`src/rtl/barrel_scheduler.sv`:
```
// Multi-channel barrel slot scheduler: detects key edges, enforces a per-channel
// cooldown, allocates the lowest free mover slot and releases it on mover done.
module barrel_scheduler #(
  parameter int CHANNELS = 2,
  parameter int SLOTS    = 5,
  parameter int CNT_W    = 28,
  parameter int OCC_W    = $clog2(SLOTS+1)
) (
  input  logic                      clk,
  input  logic                      rst,
  input  logic                      start_game,
  input  logic                      animation,
  input  logic [CHANNELS-1:0]       key,
  input  logic [CHANNELS*CNT_W-1:0] delay,
  input  logic [CHANNELS*SLOTS-1:0] done,
  output logic [CHANNELS*SLOTS-1:0] barrel,
  output logic [CHANNELS-1:0]       spawn,
  output logic [CHANNELS-1:0]       denied,
  output logic [CHANNELS*OCC_W-1:0] occupancy
);

  typedef enum logic [1:0] {IDLE, INTRO, RUN} state_t;

  state_t                    state_q;
  logic [CHANNELS-1:0]       key_q;
  logic [CHANNELS*CNT_W-1:0] cnt_q, cnt_d;
  logic [CHANNELS*SLOTS-1:0] barrel_q, barrel_d;
  logic [CHANNELS-1:0]       spawn_q, spawn_d;
  logic [CHANNELS-1:0]       denied_q, denied_d;
  logic [CHANNELS*OCC_W-1:0] occ_q, occ_d;
  logic                      run;

  function automatic logic [OCC_W-1:0] popcount(input logic [SLOTS-1:0] v);
    logic [OCC_W-1:0] n;
    n = '0;
    for (int i = 0; i < SLOTS; i++) n = n + OCC_W'(v[i]);
    return n;
  endfunction

  // Leaving RUN clears the outputs on the very next cycle, not one cycle later.
  assign run = (state_q == RUN) && start_game;

  always_comb begin
    barrel_d = '0;
    spawn_d  = '0;
    denied_d = '0;
    occ_d    = '0;
    cnt_d    = '0;
    for (int c = 0; c < CHANNELS; c++) begin
      logic [SLOTS-1:0] cur, alloc, nxt;
      logic [CNT_W-1:0] cnt, dly, cnt_n;
      logic             found, req;
      cur   = barrel_q[c*SLOTS +: SLOTS];
      cnt   = cnt_q[c*CNT_W +: CNT_W];
      dly   = delay[c*CNT_W +: CNT_W];
      req   = key[c] & ~key_q[c] & run;
      alloc = '0;
      found = 1'b0;
      for (int s = 0; s < SLOTS; s++) begin
        if (!found && !cur[s]) begin
          alloc[s] = 1'b1;
          found    = 1'b1;
        end
      end
      if (run) begin
        cnt_n = cnt;
        if (req && (cnt == '0) && found) begin
          spawn_d[c] = 1'b1;
          cnt_n      = (dly == '0) ? '0 : dly - CNT_W'(1);
        end else if (cnt != '0) begin
          cnt_n = cnt - CNT_W'(1);
        end
        if (req && (cnt == '0) && !found) denied_d[c] = 1'b1;
        // Allocation sees pre-release occupancy; a slot freed now is reusable next cycle.
        nxt = (cur & ~done[c*SLOTS +: SLOTS]) | (spawn_d[c] ? alloc : '0);
      end else begin
        cnt_n = '0;
        nxt   = '0;
      end
      barrel_d[c*SLOTS +: SLOTS] = nxt;
      occ_d[c*OCC_W +: OCC_W]    = popcount(nxt);
      cnt_d[c*CNT_W +: CNT_W]    = cnt_n;
    end
  end

  always_ff @(posedge clk or negedge rst) begin
    if (!rst) begin
      state_q <= IDLE;
    end else begin
      case (state_q)
        IDLE:    if (start_game) state_q <= INTRO;
        INTRO:   if (!start_game) state_q <= IDLE;
                 else if (!animation) state_q <= RUN;
        RUN:     if (!start_game) state_q <= IDLE;
        default: state_q <= IDLE;
      endcase
    end
  end

  always_ff @(posedge clk or negedge rst) begin
    if (!rst) begin
      key_q    <= '0;
      cnt_q    <= '0;
      barrel_q <= '0;
      spawn_q  <= '0;
      denied_q <= '0;
      occ_q    <= '0;
    end else begin
      key_q    <= key;
      cnt_q    <= cnt_d;
      barrel_q <= barrel_d;
      spawn_q  <= spawn_d;
      denied_q <= denied_d;
      occ_q    <= occ_d;
    end
  end

  assign barrel    = barrel_q;
  assign spawn     = spawn_q;
  assign denied    = denied_q;
  assign occupancy = occ_q;

endmodule

```
`config.mk`:
```
export PLATFORM = sky130hd
export DESIGN_NAME = barrel_scheduler
export DESIGN_NICKNAME = d
export VERILOG_FILES = /design/src/rtl/barrel_scheduler.sv
export SDC_FILE = /design/constraint.sdc
export NUM_CORES = 1
export LEC_CHECK = 0
export ABC_AREA = 1
export CAP_MARGIN = 15
export CORE_ASPECT_RATIO = 0.8
export CORE_UTILIZATION = 57
export DETAILED_ROUTE_END_ITERATION = 10
export HOLD_SLACK_MARGIN = 0.03
export PLACE_DENSITY = 0.82
export SLEW_MARGIN = 40
export SYNTH_ARGS = -nofsm -noshare
export SYNTH_HDL_FRONTEND = slang
export SYNTH_SLANG_ARGS = --single-unit
export TNS_END_PERCENT = 20
```
`constraint.sdc`:
```
create_clock -name clk -period 3.2 [get_ports clk]
set_input_delay 0.48 -clock clk [delete_from_list [all_inputs] [get_ports clk]]
set_output_delay 0.48 -clock clk [all_outputs]
set_load 0.01 [all_outputs]
```
==> results of run 1 <==
[worst max-delay path by stage]
| stage | from | endpoint | slack (ps) | depth (start not counted) |
|---|---|---|---|---|
| floorplan | cnt_q[0] | occupancy[1] | 440 | 16 |
| CTS | cnt_q[28] | occupancy[4] | 380 | 13 |
| global placement | start_game | occupancy[1] | 220 | 12 |
| global route | cnt_q[28] | occupancy[4] | 120 | 13 |
| detailed placement | start_game | occupancy[1] | 110 | 12 |
| finish | cnt_q[44] | occupancy[4] | 360 | 12 |
[worst register-to-register path, cell delays in order (launching register included)]
cell and delay, ps:
dfrtp_1 410, nor2_2 210, nand2_1 100, nor2_1 160
nand2_1 90, nor2_1 90, nand3_1 100, inv_2 100
nand3_1 70, a21oi_1 220, fa_1 480, fa_1 380
ha_1 310
[cells by family (layout without fill, tap and decap cells)]
kind of cell,Yosys count,count (layout)
AOI/OAI and AO/OA,67,67
adders and majority gates,14,14
DFF,80,80
and+or+nand+nor,761,761
xor gates and xnor gates,54,54
buffers and inverters,139,235
[layer usage]
metal / vias to the layer above / part of all wire / global-route usage / wire (um)
met3: 16 / 0.087 / 0.0554 / 1560
li1: 3638 / - / - / -
met4: 0 / 0.0077 / 0.0519 / 138
met2: 281 / 0.41 / 0.443 / 7270
met5: - / 0 / 0 / 0
met1: 3158 / 0.50 / 0.466 / 8970
[stage by stage]
step,util,cells,hold WS (ps)
after floorplan,-,1115,184
after global placement,0.679,1343,467
after detailed placement,0.679,1343,480
after CTS,0.705,1359,217
after global routing,0.705,1359,243
final,0.705,1359,153
[power by group]
part           leakage [nW]  internal [mW]  switching (mW)  total [mW]
Clock                 0.152          0.621           0.412        1.03
Combinational          3.17          0.402           0.596       0.998
Sequential             1.11           1.04          0.0252        1.06
[placed cells by master, fill, tap and decap left out, drive strengths merged, types with 4 or more instances in the layout]
master | netlist | final
a21oi | 15 | 15
buf | 19 | 9
clkbuf | 0 | 10
clkdlybuf4s50 | 0 | 90
clkinv | 4 | 9
dfrtp | 80 | 80
fa | 4 | 4
ha | 10 | 10
inv | 116 | 116
nand2 | 338 | 338
nand3 | 104 | 104
nand3b | 5 | 5
nand4 | 8 | 8
nor2 | 283 | 283
nor3 | 7 | 7
o21ai | 39 | 39
o21bai | 10 | 10
or2 | 10 | 10
xnor2 | 13 | 13
xor2 | 41 | 41
[area by class of cell]
cell class | count | area, um^2
Clock buffer | 10 | 239
Fill cell | 1049 | 3420
Sequential cell | 80 | 2000
Timing Repair Buffer | 99 | 972
Tap cell | 148 | 185
Clock inverter | 6 | 58.8
Inverter | 120 | 450
Multi-Input combinational cell | 896 | 4280
[sequential cells by signal, summed over array words and instances, names as in the netlist]
| register | count |
|---|---|
| barrel | 10 |
| cnt_q | 56 |
| state_q | 2 |
| spawn | 2 |
| occupancy | 6 |
| key_q | 2 |
| denied | 2 |
==> results by group, run 1 <==
Run status
  – Status: completed

Critical path
  – CP max stage cell: fa_1
  – CP required: 3420 ps
  – Reg2reg setup slack: 360 ps
  – Crit Path Category: flop to flop
  – CP arrival: 3050 ps
  – Crit end category: flop
  – Slowest stage delay, CP: 480 ps
  – R2R cell count: 12
  – Crit path buffers/inverters: 1
  – Top delay family on crit path: adder cells
  – Worst reg2reg startpoint: cnt_q[44]
  – CP max FO: 4
  – CP cell instances: nor2_2, nand2_1, nor2_1, nand2_1, nor2_1, nand3_1, inv_2, nand3_1, a21oi_1, fa_1, fa_1, ha_1
  – FF-to-FF End: occupancy[4]
  – Worst setup SP type: flop

Layout
  – Layout cells sized above 1: 0.0702
  – Area Overhead vs Synth: 19.3%
  – Ant diodes: 0
  – Fin area: 8180 um^2
  – Nets: 1292

Place
  – Placed cell area: 7890 um^2
  – Worst slack, placed: 110 ps
  – Final Wtd Congestion: 0.940
  – Port Buf Inserts: 91
  – Post-DP HPWL: 13900 um

Floorplan
  – Die area: 12500 um^2
  – Core area: 11600 um^2
  – Die height: 100 um
  – Initial core utilization: 0.591
  – Row cnt: 35
  – Io pins: 92
  – DIE WIDTH: 125 um

Hold path
  – Hold WC Path Type: input port to asynchronous set/reset pin

Power
  – VDD IR max: 291 uV
  – Pwr per Cell Area: 378 nW/um^2
  – Tot Pwr: 3.10 mW
  – P_leak: 4.42 nW

Yosys
  – Synth Cell Area: 6860 um^2
  – Net Count, Synth: 1201
  – Adder-Cell Fraction of Synth Area: 0.0299
  – Seq/Total Area, Yosys: 0.292
  – Unique masters post-synth: 33
  – Mux share of post-synthesis cell area: 0
  – Compound-Gate Fraction of Synth Area: 0.0549
  – Synth Area in Simple Gates: 0.469
  – Avg Inst Size Synth: 6.15 um^2
  – Synth top area cells: dfrtp_1 29%, nand2_1 18%, nor2_1 14%
  – Top-area cell type share of the netlist area: 0.292
  – Commonest cells in the netlist: 329 x nand2_1, 254 x nor2_1, 107 x inv_1
  – Most numerous cell in the Yosys netlist: nand2_1
  – Yosys warnings: 0
  – Async SR Flop Fraction: 1.00
  – Register bit total from synthesis: 80
  – Largest family of logic cells by synthesized area: simple AND/OR/NAND/NOR gates
  – Synthesized instance count: 1115
  – Dominant synthesized flop cell: dfrtp_1
  – Number of flops mapped to enable cells by yosys: 0
  – Yosys top cell by area: dfrtp_1
  – Xor/xnor share of the synthesized area: 0.0689

STA
  – Setup Skew: 7.20 ps
  – Pins over their slew limit: 0
  – Crit path time final: 2840 ps
  – Max-slew headroom: 0.512
  – Final period util: 0.887
  – Final setup vio count: 0
  – Maximum clock rate: 352 MHz
  – Setup TNS: 0 ps
  – Worst-Margin Slew: 732 ps
  – Final Hold Fails: 0
  – Worst setup margin: 360 ps
  – RSZ-0062 raised after global routing: no

Drt
  – Routed len/inst: 13.2 um
  – Antenna-violating nets left: 0
  – Routed vias/inst: 5.22
  – Number of iterations in the first detailed-routing pass: 5
  – Vias post-DR: 7093
  – Drt first-iter violations: 533
  – Drt drc: 0
  – Routed wire length: 17900 um

Clocking
  – Bufs on Longest Clock Path: 2
  – Clock latency on the worst-skew pair: 340 ps
  – Total CTS buffers: 9
  – CTS H-Tree Depth: 3
  – Root Driver: clkbuf_16
  – Clock transition at the registers of the reported paths: 60 ps
  – Cts hold-fix bufs: 0
  – Post-CTS Setup Inserts: 0
  – Post_cts resized: 0
  – Clock sinks: 80
  – CTS tree: yes

Job
  – Max cap viols: 0

GRT
  – Initial antenna violation count: 0
  – Largest net degree at the start of global routing: 81
  – GRT Resource Usage Total: 0.302
  – Grt total ovfl: 0
  – Number of global-route vias before repair: 6437
  – Global-route wire length before repair: 30700 um
(Power assumes the default switching activity.)
==> run 2: changes to the inputs <==
CAP_MARGIN = not set   (was 15)
==> results of run 2 <==
Final layout, timing and power as in run 1 (identical DEF).
